===== src/rtl/cla_share_sequencer.sv =====
// cla_share_sequencer
//   Shares one 8-bit carry-lookahead adder slice between two requesters to
//   perform WIDTH-bit additions, one byte per cycle, least-significant byte
//   first. The carry between bytes is held in a register. Arbitration is
//   round-robin. Results go out on a valid/ready response port.
//
// Ports
//   clk, resetn                  clock; asynchronous active-low reset
//   reqN_valid/ready             request handshake for requester N (0/1)
//   reqN_a, reqN_b, reqN_cin     operands and carry-in for requester N
//   rsp_valid/ready              response handshake
//   rsp_sum                      a + b + cin, modulo 2^WIDTH
//   rsp_cout                     carry out of the MSB
//   rsp_ovf                      signed overflow
//   rsp_id                       requester that issued the operation
//
// WIDTH must be a multiple of 8.

// 8-bit carry-lookahead slice. It produces the sum, a group generate and a
// group propagate. Group carry-out = g | (p & cin).
module cla8_slice (
  input  logic [7:0] a,
  input  logic [7:0] b,
  input  logic       cin,
  output logic [7:0] s,
  output logic       g,
  output logic       p
);

  logic [7:0] gen;
  logic [7:0] prop;
  logic [7:0] carry;
  logic       gg;
  logic       pp;

  // Each bit's carry-in is a flat function of the lower bits' generate and
  // propagate terms and the slice carry-in. It does not depend on the
  // previous bit's carry.
  always_comb begin
    // NOTE: every variable gets a default before any conditional or loop
    // assignment, so synthesis never infers a latch here.
    gen   = a & b;
    prop  = a ^ b;
    carry = '0;
    gg    = 1'b0;
    pp    = 1'b1;
    g     = 1'b0;
    p     = 1'b1;
    carry[0] = cin;
    for (int i = 1; i < 8; i++) begin
      gg = 1'b0;
      pp = 1'b1;
      for (int j = 0; j < i; j++) begin
        gg = gen[j] | (prop[j] & gg);
        pp = pp & prop[j];
      end
      carry[i] = gg | (pp & cin);
    end
    for (int j = 0; j < 8; j++) begin
      g = gen[j] | (prop[j] & g);
      p = p & prop[j];
    end
    s = prop ^ carry;
  end

endmodule

module cla_share_sequencer #(
  parameter int WIDTH = 32
) (
  input  logic             clk,
  input  logic             resetn,
  input  logic             req0_valid,
  output logic             req0_ready,
  input  logic [WIDTH-1:0] req0_a,
  input  logic [WIDTH-1:0] req0_b,
  input  logic             req0_cin,
  input  logic             req1_valid,
  output logic             req1_ready,
  input  logic [WIDTH-1:0] req1_a,
  input  logic [WIDTH-1:0] req1_b,
  input  logic             req1_cin,
  output logic             rsp_valid,
  input  logic             rsp_ready,
  output logic [WIDTH-1:0] rsp_sum,
  output logic             rsp_cout,
  output logic             rsp_ovf,
  output logic             rsp_id
);

  localparam int N      = WIDTH / 8;
  localparam int BEAT_W = (N > 1) ? $clog2(N) : 1;
  localparam logic [BEAT_W-1:0] LAST_BEAT = BEAT_W'(N - 1);

  typedef enum logic [1:0] {IDLE, RUN, DONE} state_t;

  state_t            state_q, state_d;
  logic [BEAT_W-1:0] beat_q;
  logic              carry_q;
  logic [WIDTH-1:0]  a_q, b_q;
  logic              cin_q;
  logic              id_q;
  logic              last_grant_q;

  logic              grant_valid;
  logic              grant_id;

  logic [7:0]        slice_a, slice_b, slice_s;
  logic              slice_cin, slice_g, slice_p, slice_cout;

  // Select the current byte of the latched operands.
  assign slice_a    = 8'(a_q >> {beat_q, 3'b000});
  assign slice_b    = 8'(b_q >> {beat_q, 3'b000});
  assign slice_cin  = (beat_q == '0) ? cin_q : carry_q;
  assign slice_cout = slice_g | (slice_p & slice_cin);

  cla8_slice u_slice (
    .a   (slice_a),
    .b   (slice_b),
    .cin (slice_cin),
    .s   (slice_s),
    .g   (slice_g),
    .p   (slice_p)
  );

  // Grant and next-state logic. resetn gates the grant so that neither
  // ready signal is asserted while reset is held.
  always_comb begin
    grant_valid = 1'b0;
    grant_id    = 1'b0;
    state_d     = state_q;
    if (state_q == IDLE && resetn) begin
      if (req0_valid && req1_valid) begin
        grant_valid = 1'b1;
        grant_id    = ~last_grant_q;
      end else if (req0_valid) begin
        grant_valid = 1'b1;
      end else if (req1_valid) begin
        grant_valid = 1'b1;
        grant_id    = 1'b1;
      end
    end
    case (state_q)
      IDLE:    if (grant_valid)          state_d = RUN;
      RUN:     if (beat_q == LAST_BEAT)  state_d = DONE;
      DONE:    if (rsp_ready)            state_d = IDLE;
      default:                           state_d = IDLE;
    endcase
  end

  assign req0_ready = grant_valid & ~grant_id;
  assign req1_ready = grant_valid &  grant_id;
  assign rsp_valid  = (state_q == DONE);
  assign rsp_id     = id_q;

  // NOTE: sequential state uses non-blocking assignments only, so every
  // register samples values from before the clock edge.
  always_ff @(posedge clk or negedge resetn) begin
    if (!resetn) state_q <= IDLE;
    else         state_q <= state_d;
  end

  always_ff @(posedge clk or negedge resetn) begin
    if (!resetn) begin
      beat_q       <= '0;
      carry_q      <= 1'b0;
      a_q          <= '0;
      b_q          <= '0;
      cin_q        <= 1'b0;
      id_q         <= 1'b0;
      last_grant_q <= 1'b1;   // requester 0 wins the first tie
      rsp_sum      <= '0;
      rsp_cout     <= 1'b0;
      rsp_ovf      <= 1'b0;
    end else begin
      case (state_q)
        IDLE: begin
          if (grant_valid) begin
            a_q          <= grant_id ? req1_a   : req0_a;
            b_q          <= grant_id ? req1_b   : req0_b;
            cin_q        <= grant_id ? req1_cin : req0_cin;
            id_q         <= grant_id;
            last_grant_q <= grant_id;
            beat_q       <= '0;
          end
        end
        RUN: begin
          for (int k = 0; k < N; k++) begin
            if (beat_q == BEAT_W'(k)) rsp_sum[k*8 +: 8] <= slice_s;
          end
          carry_q <= slice_cout;
          if (beat_q == LAST_BEAT) begin
            beat_q   <= '0;
            rsp_cout <= slice_cout;
            // The MSB of the sum is produced in this same beat.
            rsp_ovf  <= (a_q[WIDTH-1] == b_q[WIDTH-1]) &
                        (slice_s[7] != a_q[WIDTH-1]);
          end else begin
            beat_q <= beat_q + 1'b1;
          end
        end
        default: ;
      endcase
    end
  end

endmodule

===== config.mk =====
export PLATFORM = sky130hd
export DESIGN_NAME = cla_share_sequencer
export DESIGN_NICKNAME = d
export VERILOG_FILES = /design/src/rtl/cla_share_sequencer.sv
export SDC_FILE = /design/constraint.sdc
export NUM_CORES = 1
export LEC_CHECK = 0
export ABC_AREA = 0
export CAP_MARGIN = 20
export CORE_MARGIN = 2
export CORE_UTILIZATION = 25
export CTS_CLUSTER_DIAMETER = 200
export CTS_CLUSTER_SIZE = 20
export DETAILED_ROUTE_END_ITERATION = 6
export PLACE_DENSITY = 0.59
export SLEW_MARGIN = 0
export SYNTH_ARGS = -nofsm -noshare
export SYNTH_HDL_FRONTEND = slang
export SYNTH_HIERARCHICAL = 1
export SYNTH_SLANG_ARGS = --single-unit

===== constraint.sdc =====
create_clock -name clk -period 4 [get_ports clk]
set_clock_uncertainty 0.05 [all_clocks]
set_input_delay 1 -clock clk [delete_from_list [all_inputs] [get_ports clk]]
set_output_delay 1 -clock clk [all_outputs]
set_load 0.005 [all_outputs]

==> impl_metrics.py <==
metrics = {
    "floorplan": {
        "die_w_um": 152,
        "io_pins": 173,
        "rows": 54,
        "start_util": 0.252,
        "die_y_um": 152,
        "dieArea_mm2": 0.0230,
        "core_region_area_mm2": 0.0216,
    },
    "place": {
        "portBuffers": 172,
        "place_hpwl_um": 13200,
        "place.gp.congestion": 0.864,
        "dp_worst_setup_slack_ns": 0.590,
    },
    "global_route": {
        "track_usage": 0.156,
        "antenna_found_initial": 0,
        "grt_pass1_wl_um": 26600,
        "grt_max_degree": 71,
        "grt-ovfl-total": 0,
        "grt_pass1_vias": 4471,
    },
    "pwr": {
        "p_leak_nw": 3.13,
        "power_mw": 6.38,
        "power.density_mw_per_mm2": 830,
        "vdd_ir_drop_max_mv": 0.344,
    },
    "cts": {
        "path_clk_slew_ns": 0.07,
        "h-tree-depth": 3,
        "clock_sinks": 106,
        "clk_latency_ns": 0.36,
        "cts_tree": "yes",
        "cts_root_buffer": "clkbuf_16",
        "cts.repair.resized": 0,
        "ctsHoldBuffers": 0,
        "post_cts_buffers": 0,
        "cts_made_buffers": 9,
        "ctsLongestPathBuffers": 2,
    },
    "synthesis": {
        "synth_seq_area_share": 0.487,
        "async_flop_share": 1.00,
        "synthFlopType": "dfrtp_1",
        "yosysUniqueCellTypes": 43,
        "syn_nets": 629,
        "synth_area_mm2": 0.00545,
        "synth-edff-count": 0,
        "avgSynthCellArea_um2": 11.3,
        "ys_ff_latch": 106,
        "ys_warn_count": 6,
        "synthCells": 481,
    },
    "timing": {
        "finalHoldViolCount": 0,
        "fin_crit_ns": 3.40,
        "finalCritPeriodShare": 0.851,
        "relSlewSlack": 0.461,
        "rsz0062_at_grt": "false",
        "finalSetupViolations": 0,
        "slew_viol_final": 0,
        "setup_ws_ns": 0.597,
        "fmax_ghz": 0.294,
        "fin_tns_setup_ns": 0,
        "tightestPinTransition_ns": 0.808,
    },
    "flow_run": {
        "maxCapViolations": 0,
    },
    "worst_hold_path": {
        "hold_depth": 1,
        "min_path_type": "reg -> reg",
    },
    "setup_path": {
        "worstSetupEndpointType": "output pin",
        "critical_path_class": "in -> out",
        "r2r_cells": 9,
        "path_cells": "buf_4, nor3b_1, and3_2, clkdlybuf4s50_1",
        "cpPeakStageDelay_ns": 0.50,
        "start_kind": "input pin",
        "crit_buf_inv": 2,
        "path_delay_family": "simple AND/OR/NAND/NOR gates",
        "cp.depth": 4,
        "crit_fanout": 4,
        "cp_data_arrival_time_ns": 2.35,
        "crit_required_ns": 2.95,
        "crit_path_top_delay_cell": "clkdlybuf4s50_1",
    },
    "drt": {
        "first_pass_iters": 5,
        "vias": 4545,
        "wl_per_cell_um": 19.3,
        "drc_errors": 0,
        "drtIter0Drc": 256,
        "routed_via_density": 4.96,
        "wirelength_um": 17700,
        "postRouteAntennaNets": 0,
    },
    "finish": {
        "layout_common_cells": "clkdlybuf4s50_1 (170), dfrtp_1 (105), nand2_1 (74)",
        "antenna_cells": 0,
        "syn2layout_area_growth_pct": 41.2,
        "layout_commonest_cell": "clkdlybuf4s50_1",
        "num-fill-cells": 2198,
        "drive_gt1_frac": 0.132,
        "fin_nets": 780,
    },
    "outcome": {
        "status": "completed",
    },
}
-- cell type report --
type | instances | area (um^2) | share of cell area
inverter | 5 | 18.8 | 0.00244
timing repair buffer | 183 | 1800 | 0.234
sequential | 106 | 2650 | 0.345
clock inverter | 3 | 47.5 | 0.00618
tap | 280 | 350 | 0.0456
multi-input combinational | 327 | 2560 | 0.333
clock buffer | 13 | 260 | 0.0338
-- metrics by stage --
stage	hold slack (ns)	util	std cells	cell area [um^2]
final	0.442	0.356	917	7690
after global routing	0.464	0.356	917	7690
after CTS	0.447	0.356	917	7690
after detailed placement	0.424	0.341	901	7380
after global placement	0.419	0.341	901	7380
after floorplan	0.423	-	481	5450
-- sequential cells by signal, summed over array words and instances, names as in the netlist, 2 cells and up --
signal	count
a_q	32
b_q	32
rsp_sum	32
beat_q	2
state_q	2
-- where the power goes --
part,internal (mW),leakage [nW],switching [mW]
Sequential,1.61,1.30,0.440
Clock,0.523,0.150,0.406
Combinational,1.72,1.68,1.68
Total,3.85,3.13,2.53
-- cells in the mapped netlist (2+ instances only) --
cell,number,area (um^2)
ha_1,12,150
nand4_1,3,18.8
dfrtp_1,105,2630
a21o_1,2,15.0
nand3_1,4,20.0
buf_4,2,15.0
nand2_1,74,278
nor2_1,8,30.0
mux4_2,16,360
a221o_1,65,651
xor2_1,2,17.5
nor2b_1,2,12.5
nor3_1,67,335
mux2_2,33,372
buf_2,8,40.0
xnor2_1,3,26.3
a21oi_1,9,45.0
inv_1,5,18.8
clkbuf_1,25,93.8
buf_6,7,78.8
o21ai_0,5,25.0
nand2b_1,3,18.8
-- worst paths after layout --
check,startpoint,endpoint,slack [ns]
setup / recovery,resetn,req1_ready,0.60
hold / removal,rsp_id$_DFFE_PN0P_,rsp_id$_DFFE_PN0P_,0.44
setup reg to reg,beat_q[1]$_DFFE_PN0P_,rsp_ovf$_DFFE_PN0P_,0.62
hold reg to reg,rsp_id$_DFFE_PN0P_,rsp_id$_DFFE_PN0P_,0.44
max in group asynchronous,resetn,a_q[11]$_DFFE_PN0P_,2.03
min in group asynchronous,resetn,a_q[9]$_DFFE_PN0P_,0.73
-- per-layer routing --
layer	vias up	part of all wire	global-route usage
met3	16	0.045	0.0219
met1	2253	0.46	0.212
li1	2137	-	-
met5	-	0	0
met2	139	0.49	0.260
met4	0	0.013	0.0486
-- logic make-up (layout without fill, tap and decap cells) --
group	count (synthesis)	count (layout)	share of synthesized area
and+or+nand+nor	169	169	0.143
xor gates and xnor gates	5	5	0.00804
adders and majority gates	13	13	0.0312
muxes	49	49	0.134
buffers and inverters	48	204	0.0459
DFF	106	106	0.487
AOI/OAI and AO/OA	91	91	0.150
Note: power is estimated with default switching activity, not from simulation.
